### src/rtl/tlc_pkg.sv
// rtl/tlc_pkg.sv - shared encodings for the traffic light sequencer
package tlc_pkg;

    // Traffic mode as delivered by the mode-selection stage
    localparam logic [1:0] MODE_DAY   = 2'b00;
    localparam logic [1:0] MODE_NIGHT = 2'b01;
    localparam logic [1:0] MODE_PED   = 2'b10;
    localparam logic [1:0] MODE_EMG   = 2'b11;

    // Lamp patterns, bit order {R,Y,G}
    localparam logic [2:0] LAMP_R   = 3'b100;
    localparam logic [2:0] LAMP_Y   = 3'b010;
    localparam logic [2:0] LAMP_G   = 3'b001;
    localparam logic [2:0] LAMP_OFF = 3'b000;

    // Intersection phases; the encoding is exported on the phase debug port
    typedef enum logic [3:0] {
        ST_ALL_RED_1  = 4'd0,
        ST_NS_GREEN   = 4'd1,
        ST_NS_YELLOW  = 4'd2,
        ST_ALL_RED_2  = 4'd3,
        ST_EW_GREEN   = 4'd4,
        ST_EW_YELLOW  = 4'd5,
        ST_PED_WALK   = 4'd6,
        ST_EMG_HOLD   = 4'd7,
        ST_FLASH      = 4'd8
    } state_t;

    // Clearance phase a pedestrian walk hands back to (0 -> ALL_RED_1, 1 -> ALL_RED_2)
    function automatic state_t ret_clearance(input logic ret_dir);
        return ret_dir ? ST_ALL_RED_2 : ST_ALL_RED_1;
    endfunction

endpackage

### src/rtl/traffic_light_sequencer_if.sv
// rtl/traffic_light_sequencer_if.sv - mode in / lamps out bundle; TLC_WALK_COUNTDOWN_EN adds walk_remaining
interface traffic_light_sequencer_if
`ifdef TLC_WALK_COUNTDOWN_EN
    #(parameter int CNT_W = 8)
`endif
    ;

    logic [1:0] mode;
    logic [2:0] ns_light;
    logic [2:0] ew_light;
    logic       walk;
    logic       ped_served;
    logic [3:0] phase;
`ifdef TLC_WALK_COUNTDOWN_EN
    logic [CNT_W-1:0] walk_remaining;

    // Sequencer side: consumes mode, drives lamps
    modport master (
        input  mode,
        output ns_light, ew_light, walk, ped_served, phase, walk_remaining
    );

    // Lamp-driver / mode-stage side
    modport slave (
        output mode,
        input  ns_light, ew_light, walk, ped_served, phase, walk_remaining
    );
`else
    // Sequencer side: consumes mode, drives lamps
    modport master (
        input  mode,
        output ns_light, ew_light, walk, ped_served, phase
    );

    // Lamp-driver / mode-stage side
    modport slave (
        output mode,
        input  ns_light, ew_light, walk, ped_served, phase
    );
`endif

endinterface

### src/rtl/phase_timer.sv
// rtl/phase_timer.sv - loadable down-counter that times each intersection phase
module phase_timer #(
    parameter int               CNT_W   = 8,
    parameter logic [CNT_W-1:0] RST_VAL = '0
) (
    input  logic             clk,
    input  logic             rst_n,
    input  logic             load,
    input  logic [CNT_W-1:0] load_val,
    output logic [CNT_W-1:0] count,
    output logic             done
);

    logic [CNT_W-1:0] cnt_q;
    logic [CNT_W-1:0] cnt_d;

    // Load wins; otherwise count down and park at zero
    always_comb begin
        cnt_d = cnt_q;
        if (load) begin
            cnt_d = load_val;
        end else if (cnt_q != '0) begin
            cnt_d = cnt_q - CNT_W'(1);
        end
    end

    // Counter register
    always_ff @(posedge clk or negedge rst_n) begin
        if (!rst_n) begin
            cnt_q <= RST_VAL;
        end else begin
            cnt_q <= cnt_d;
        end
    end

    assign count = cnt_q;
    assign done  = (cnt_q == '0);

endmodule

### src/rtl/traffic_light_sequencer.sv
// rtl/traffic_light_sequencer.sv - intersection phase FSM and lamp drive; TLC_WALK_COUNTDOWN_EN adds walk_remaining
module traffic_light_sequencer
    import tlc_pkg::*;
#(
    parameter int GREEN_TICKS  = 20,
    parameter int YELLOW_TICKS = 4,
    parameter int ALLRED_TICKS = 2,
    parameter int WALK_TICKS   = 10,
    parameter int FLASH_HALF   = 5,
    parameter int CNT_W        = 8
) (
    input  logic                      clk,
    input  logic                      rst_n,
    traffic_light_sequencer_if.master bus
);

    // Timer reload values: a phase of N ticks counts N-1 down to 0
    localparam logic [CNT_W-1:0] GREEN_LD  = CNT_W'(GREEN_TICKS - 1);
    localparam logic [CNT_W-1:0] YELLOW_LD = CNT_W'(YELLOW_TICKS - 1);
    localparam logic [CNT_W-1:0] ALLRED_LD = CNT_W'(ALLRED_TICKS - 1);
    localparam logic [CNT_W-1:0] WALK_LD   = CNT_W'(WALK_TICKS - 1);
    localparam logic [CNT_W-1:0] FLASH_LD  = CNT_W'(FLASH_HALF - 1);

    state_t state_q;
    state_t state_d;
    logic   ped_pending_q;
    logic   ped_pending_d;
    logic   ret_dir_q;
    logic   ret_dir_d;
    logic   flash_phase_q;
    logic   flash_phase_d;
    logic   ped_served_q;
    logic   ped_served_d;

    logic             entering;
    logic             tmr_load;
    logic [CNT_W-1:0] tmr_load_val;
    logic [CNT_W-1:0] tmr_count;
    logic             tmr_done;

    logic [2:0] ns_light;
    logic [2:0] ew_light;
    logic       walk;

    // Shared phase timer; also paces the night flashing half-periods
    phase_timer #(
        .CNT_W   (CNT_W),
        .RST_VAL (ALLRED_LD)
    ) u_phase_timer (
        .clk      (clk),
        .rst_n    (rst_n),
        .load     (tmr_load),
        .load_val (tmr_load_val),
        .count    (tmr_count),
        .done     (tmr_done)
    );

    // State and bookkeeping registers
    always_ff @(posedge clk or negedge rst_n) begin
        if (!rst_n) begin
            state_q       <= ST_ALL_RED_1;
            ped_pending_q <= 1'b0;
            ret_dir_q     <= 1'b0;
            flash_phase_q <= 1'b1;
            ped_served_q  <= 1'b0;
        end else begin
            state_q       <= state_d;
            ped_pending_q <= ped_pending_d;
            ret_dir_q     <= ret_dir_d;
            flash_phase_q <= flash_phase_d;
            ped_served_q  <= ped_served_d;
        end
    end

    // Next-state decision; emergency truncates greens and walks but never a yellow
    always_comb begin
        state_d   = state_q;
        ret_dir_d = ret_dir_q;
        case (state_q)
            ST_ALL_RED_1, ST_ALL_RED_2: begin
                if (tmr_done) begin
                    if (bus.mode == MODE_EMG) begin
                        state_d = ST_EMG_HOLD;
                    end else if (ped_pending_q) begin
                        state_d   = ST_PED_WALK;
                        ret_dir_d = (state_q == ST_ALL_RED_2);
                    end else if (bus.mode == MODE_NIGHT) begin
                        state_d = ST_FLASH;
                    end else begin
                        state_d = (state_q == ST_ALL_RED_1) ? ST_NS_GREEN : ST_EW_GREEN;
                    end
                end
            end
            ST_NS_GREEN: begin
                if (tmr_done || bus.mode == MODE_EMG) begin
                    state_d = ST_NS_YELLOW;
                end
            end
            ST_NS_YELLOW: begin
                if (tmr_done) begin
                    state_d = ST_ALL_RED_2;
                end
            end
            ST_EW_GREEN: begin
                if (tmr_done || bus.mode == MODE_EMG) begin
                    state_d = ST_EW_YELLOW;
                end
            end
            ST_EW_YELLOW: begin
                if (tmr_done) begin
                    state_d = ST_ALL_RED_1;
                end
            end
            ST_PED_WALK: begin
                if (tmr_done || bus.mode == MODE_EMG) begin
                    state_d = ret_clearance(ret_dir_q);
                end
            end
            ST_EMG_HOLD: begin
                if (bus.mode != MODE_EMG) begin
                    state_d = ST_ALL_RED_1;
                end
            end
            ST_FLASH: begin
                if (bus.mode != MODE_NIGHT) begin
                    state_d = ST_ALL_RED_1;
                end
            end
            default: begin
                state_d = ST_ALL_RED_1;
            end
        endcase
    end

    // Timer reloads on every phase entry and every flash half-period; pedestrian latch and flash toggle
    always_comb begin
        entering     = (state_d != state_q);
        tmr_load     = 1'b0;
        tmr_load_val = '0;
        if (entering) begin
            tmr_load = 1'b1;
            case (state_d)
                ST_NS_GREEN, ST_EW_GREEN:   tmr_load_val = GREEN_LD;
                ST_NS_YELLOW, ST_EW_YELLOW: tmr_load_val = YELLOW_LD;
                ST_ALL_RED_1, ST_ALL_RED_2: tmr_load_val = ALLRED_LD;
                ST_PED_WALK:                tmr_load_val = WALK_LD;
                ST_FLASH:                   tmr_load_val = FLASH_LD;
                default:                    tmr_load_val = '0;
            endcase
        end else if (state_q == ST_FLASH && tmr_done) begin
            tmr_load     = 1'b1;
            tmr_load_val = FLASH_LD;
        end

        flash_phase_d = flash_phase_q;
        if (entering && state_d == ST_FLASH) begin
            flash_phase_d = 1'b1;
        end else if (state_q == ST_FLASH && tmr_done) begin
            flash_phase_d = ~flash_phase_q;
        end

        ped_served_d  = entering && (state_d == ST_PED_WALK);
        ped_pending_d = ped_pending_q;
        if (ped_served_d) begin
            ped_pending_d = 1'b0;
        end else if (bus.mode == MODE_PED && state_q != ST_PED_WALK) begin
            ped_pending_d = 1'b1;
        end
    end

    // Moore lamp decode: red on both sides unless a direction owns the phase
    always_comb begin
        ns_light = LAMP_R;
        ew_light = LAMP_R;
        walk     = 1'b0;
        case (state_q)
            ST_NS_GREEN:  ns_light = LAMP_G;
            ST_NS_YELLOW: ns_light = LAMP_Y;
            ST_EW_GREEN:  ew_light = LAMP_G;
            ST_EW_YELLOW: ew_light = LAMP_Y;
            ST_PED_WALK:  walk     = 1'b1;
            ST_FLASH: begin
                ns_light = flash_phase_q ? LAMP_Y : LAMP_OFF;
                ew_light = flash_phase_q ? LAMP_R : LAMP_OFF;
            end
            default: begin
                ns_light = LAMP_R;
                ew_light = LAMP_R;
            end
        endcase
    end

    assign bus.ns_light   = ns_light;
    assign bus.ew_light   = ew_light;
    assign bus.walk       = walk;
    assign bus.ped_served = ped_served_q;
    assign bus.phase      = state_q;

`ifdef TLC_WALK_COUNTDOWN_EN
    assign bus.walk_remaining = (state_q == ST_PED_WALK) ? tmr_count : '0;
`else
    logic unused_tmr_count;
    assign unused_tmr_count = ^tmr_count;
`endif

endmodule

### src/flat_wrapper.sv
// flat-port wrapper written by rule: the top's interface ports become plain ports
module traffic_light_sequencer_flat import tlc_pkg::*;
#(
    parameter int GREEN_TICKS  = 20,
    parameter int YELLOW_TICKS = 4,
    parameter int ALLRED_TICKS = 2,
    parameter int WALK_TICKS   = 10,
    parameter int FLASH_HALF   = 5,
    parameter int CNT_W        = 8
)
  (clk, rst_n, bus_mode, bus_ns_light, bus_ew_light, bus_walk, bus_ped_served, bus_phase);
  traffic_light_sequencer_if bus_i ();
  input  logic clk;
  input  logic rst_n;
  input wire logic [$bits(bus_i.mode)-1:0] bus_mode;
  output wire logic [$bits(bus_i.ns_light)-1:0] bus_ns_light;
  output wire logic [$bits(bus_i.ew_light)-1:0] bus_ew_light;
  output wire logic [$bits(bus_i.walk)-1:0] bus_walk;
  output wire logic [$bits(bus_i.ped_served)-1:0] bus_ped_served;
  output wire logic [$bits(bus_i.phase)-1:0] bus_phase;
  assign bus_i.mode = bus_mode;
  assign bus_ns_light = bus_i.ns_light;
  assign bus_ew_light = bus_i.ew_light;
  assign bus_walk = bus_i.walk;
  assign bus_ped_served = bus_i.ped_served;
  assign bus_phase = bus_i.phase;
  traffic_light_sequencer #(.GREEN_TICKS(GREEN_TICKS), .YELLOW_TICKS(YELLOW_TICKS), .ALLRED_TICKS(ALLRED_TICKS), .WALK_TICKS(WALK_TICKS), .FLASH_HALF(FLASH_HALF), .CNT_W(CNT_W)) u_core (.clk(clk), .rst_n(rst_n), .bus(bus_i));
endmodule
### config.mk
export PLATFORM = sky130hd
export DESIGN_NAME = traffic_light_sequencer_flat
export DESIGN_NICKNAME = d
export VERILOG_FILES = /design/src/rtl/tlc_pkg.sv /design/src/rtl/traffic_light_sequencer_if.sv /design/src/rtl/phase_timer.sv /design/src/rtl/traffic_light_sequencer.sv /design/src/flat_wrapper.sv
export SDC_FILE = /design/constraint.sdc
export NUM_CORES = 1
export LEC_CHECK = 0
export CORE_UTILIZATION = 50
export CTS_CLUSTER_DIAMETER = 100
export CTS_CLUSTER_SIZE = 24
export DETAILED_ROUTE_END_ITERATION = 10
export PLACE_DENSITY = 0.72
export SLEW_MARGIN = 20
export SYNTH_ARGS = -nofsm -noshare
export SYNTH_HDL_FRONTEND = slang
export SYNTH_SLANG_ARGS = --single-unit
### constraint.sdc
create_clock -name clk -period 8.45 [get_ports clk]
set_clock_uncertainty 0.05 [all_clocks]
set_input_delay 1.69 -clock clk [delete_from_list [all_inputs] [get_ports clk]]
set_output_delay 1.69 -clock clk [all_outputs]
set_load 0.03 [all_outputs]
==> flow_summary_export.csv, run 1 <==
group,metric,value,unit
synthesis,yosysTopAreaCellShare,24.9,%
synthesis,synthTopCellsByArea,"dfrtp_1 25%, ha_1 4.5%, nor2_1 4.0%",
floorplan,die_y,55.0,um
floorplan,dieArea,3030,um2
run,maxCapViolations,0,
finish,antenna_cells,0,
power_and_ir_drop,leakagePower,0.000622,uW
setup_path,path_class,"flip-flop to output port",
synthesis,synthArstFlopShare,100,%
place,gp_congestion,0.956,
detailed_routing,antenna_left,0,
setup_path,r2r_cells,11,
timing,fin_crit,4.05,ns
power_and_ir_drop,combPwrFrac,67.5,%
place,portBuffers,15,
setup_path,cp_data_arrival_time,2.31,ns
synthesis,avgSynthCellArea,8.46,um2
timing,rsz0062_at_grt,"no",
synthesis,postSynthCellCount,166,
timing,tns,0,ns
finish,area_delta_synth_final,11.5,%
setup_path,rr_startpoint,"u_core.u_phase_timer.count[1]$_DFFE_PN0P_",
power_and_ir_drop,internal-power,297,uW
synthesis,synth_flop_cell,"dfrtp_1",
timing,post-route-period-util,47.9,%
clock_network,cts_buffer_depth,2,
power_and_ir_drop,power.share.clock,6.8,%
power_and_ir_drop,cellPowerDensity,386,nW/um2
setup_path,cp-start-kind,"flip-flop",
synthesis,yosysSeqAreaShare,28.7,%
clock_network,cts_hold_buf,0,
detailed_routing,drc,0,
clock_network,clk_latency,0.29,ns
power_and_ir_drop,p_sw_share,50.9,%
global_route,globalRouteTotalUtil,27.3,%
setup_path,startpoint,"u_core.bus.phase[0]$_DFF_PN0_",
detailed_routing,drt_wl_total,3.53,mm
synthesis,syn_area,1410,um2
clock_network,tritoncts,"yes",
synthesis,synth_fp_nets,175,
clock_network,htree_num_levels,1,
finish,fin_nets,186,
setup_path,reg2reg_slack,5.33,ns
setup_path,cp.required,6.71,ns
finish,utilization,61.0,%
synthesis,ys_seq_elements,16,
finish,seq_area,403,um2
clock_network,cts-root-buf,"clkbuf_4",
detailed_routing,wl_per_cell,17.2,um
place,placed_area,1540,um2
finish,drive_gt1_share,12.6,%
floorplan,ios,16,
status,run_status,"complete, no violations",
finish,fillers,236,
timing,fmax,247,MHz
floorplan,die_w,55.0,um
clock_network,clkSinkCount,16,
floorplan,core_area,2570,um2
power_and_ir_drop,net-switching-power,308,uW
detailed_routing,vias_per_cell,6.53,
power_and_ir_drop,vdd_drop_max,0.280,mV
setup_path,path_max_fanout,20,
detailed_routing,drt_iter0_drc,41,
global_route,antenna_found_initial,0,
floorplan,rows,18,
clock_network,numCtsBuffers,3,
setup_path,setup.worst_path.end,"bus_ns_light[2]",
synthesis,synth_edf_count,0,
worst_hold_path,hp-class,"flip-flop to flip-flop",
timing,final_hold_viol_count,0,
finish,multi_input_area,927,um2
detailed_routing,vias,1338,
synthesis,yosysMostFrequentCell,"nor2_1",
finish,finalInstanceArea,1570,um2
detailed_routing,first_pass_iters,5,
global_route,grt_max_degree,21,
floorplan,start_util,54.7,%
synthesis,synthDistinctLibCells,56,
worst_hold_path,hold_depth,2,
global_route,grt-ovfl-total,0,
synthesis,synth_top_area_cell,"dfrtp_1",
setup_path,reg2reg_to,"u_core.u_phase_timer.count[1]$_DFFE_PN0P_",
clock_network,path_clk_slew,0.10,ns
timing,finalSetupViolations,0,
synthesis,synth_common_cells,"15 x nor2_1, 14 x dfrtp_1, 11 x nor3_1",
setup_path,cp-end-kind,"output port",
place,place_hpwl,2.55,mm
timing,slew_headroom,50.2,%
synthesis,yosys_warnings,0,
power_and_ir_drop,power,605,uW
global_route,grt_pass1_wl,5.76,mm
clock_network,cts-resized-gates,0,
timing,tightestPinTransition,0.744,ns
clock_network,postCtsSetupRepairBufs,0,
power_and_ir_drop,power_frac_seq,25.7,%
timing,slew_viol_final,0,
global_route,grt_pass1_vias,1153,
-- per-layer routing --
| metal | part of all wire (%) | GRT usage, % |
|---|---|---|
| met3 | 7.3 | 4.64 |
| met4 | 1.4 | 8.33 |
| met1 | 47 | 41.5 |
| met5 | 0 | 0 |
| met2 | 44 | 38.6 |
-- kinds of logic (layout without fill, tap and decap cells) --
family	Yosys count	count (layout)	synth area share (%)
simple gates	67	67	26.9
compound gates	52	52	27.4
flops	16	16	28.7
buf+inv	16	25	5.34
mux	6	6	4.72
fa+ha+maj	5	5	4.45
xor+xnor	4	4	2.49
-- final cells by class --
| cell class | instances | area share, % |
|---|---|---|
| multi-input cells | 134 | 59.2 |
| inverters | 7 | 1.68 |
| flip-flops and latches | 16 | 25.7 |
| well taps | 30 | 2.40 |
| repair buffers | 15 | 9.58 |
| clock buffers | 3 | 1.44 |
-- sequential cells by signal, indices dropped and copies added, names as in the netlist --
name / count
u_core.bus.ped_served: 1
u_core.ret_dir_q: 1
u_core.bus.phase: 4
u_core.flash_phase_q: 1
u_core.ped_pending_q: 1
u_core.u_phase_timer.count: 8
-- worst max-delay path, cell delays in order (launching register included) --
cell and delay (ns):
dfrtp_1 0.76, xnor2_1 0.23, nor2b_1 0.18, a211o_1 0.28, clkdlybuf4s50_1 0.59
-- stage by stage --
| stage | instances | setup slack, ns | hold WS (ns) |
|---|---|---|---|
| final | 205 | 4.40 | 0.576 |
| after global routing | 205 | 4.29 | 0.617 |
| after CTS | 205 | 4.42 | 0.577 |
| after detailed placement | 202 | 4.36 | 0.552 |
| after global placement | 202 | 4.49 | 0.539 |
| after floorplan | 166 | 4.98 | 0.495 |
-- how the worst min path moves through the flow --
stage | from | endpoint | slack, ns
after CTS | u_core.u_phase_timer.count[6]$_DFFE_PN0P_ | u_core.u_phase_timer.count[6]$_DFFE_PN0P_ | 0.58
final | u_core.u_phase_timer.count[7]$_DFFE_PN0P_ | u_core.u_phase_timer.count[7]$_DFFE_PN0P_ | 0.58
after floorplan | u_core.ret_dir_q$_DFFE_PN0P_ | u_core.ret_dir_q$_DFFE_PN0P_ | 0.49
after global placement | u_core.u_phase_timer.count[7]$_DFFE_PN0P_ | u_core.u_phase_timer.count[7]$_DFFE_PN0P_ | 0.54
after global routing | u_core.u_phase_timer.count[6]$_DFFE_PN0P_ | u_core.u_phase_timer.count[6]$_DFFE_PN0P_ | 0.62
after detailed placement | u_core.u_phase_timer.count[7]$_DFFE_PN0P_ | u_core.u_phase_timer.count[7]$_DFFE_PN0P_ | 0.55
-- power groups by stage --
stage          Clock, uW  Sequential [uW]  Combinational [uW]
3_5_place_dp           0              155                 403
5_1_grt             45.0              161                 445
3_3_place_gp           0              154                 396
2_1_floorplan          0              138                 328
4_1_cts             42.6              153                 406
6_report            41.1              156                 408
-- placed cells by master, fill, tap and decap left out, drive strengths merged, types with 3 or more instances in the layout --
cell type / synthesis / routed
nor2: 15 / 15
clkdlybuf4s50: 0 / 15
dfrtp: 14 / 14
nor3: 11 / 11
nand2: 10 / 10
o21ai: 10 / 10
a21oi: 9 / 9
inv: 7 / 7
nand2b: 6 / 6
nand3: 5 / 5
a31oi: 5 / 5
ha: 5 / 5
o21a: 4 / 4
mux2i: 4 / 4
nor2b: 3 / 3
o22a: 3 / 3
xor2: 3 / 3
clkbuf: 7 / 3
Power figures use the tool's default switching activity.
==> inputs of run 2 (changes only) <==
==> constraint.sdc (replaced) <==
create_clock -name clk -period 4 [get_ports clk]
set_clock_uncertainty 0.05 [all_clocks]
set_input_delay 0.8 -clock clk [delete_from_list [all_inputs] [get_ports clk]]
set_output_delay 0.8 -clock clk [all_outputs]
set_load 0.03 [all_outputs]
==> results of run 2 <==
The final DEF is identical to that of run 1. Status: complete, no violations.
Main changes from that run: setup slack after placement 4.36 ns -> 0.798 ns; setup slack after layout 4.40 ns -> 0.840 ns; register-to-register setup slack 5.33 ns -> 0.88 ns; total power 605 uW -> 1280 uW; worst IR drop on VDD 0.280 mV -> 0.592 mV
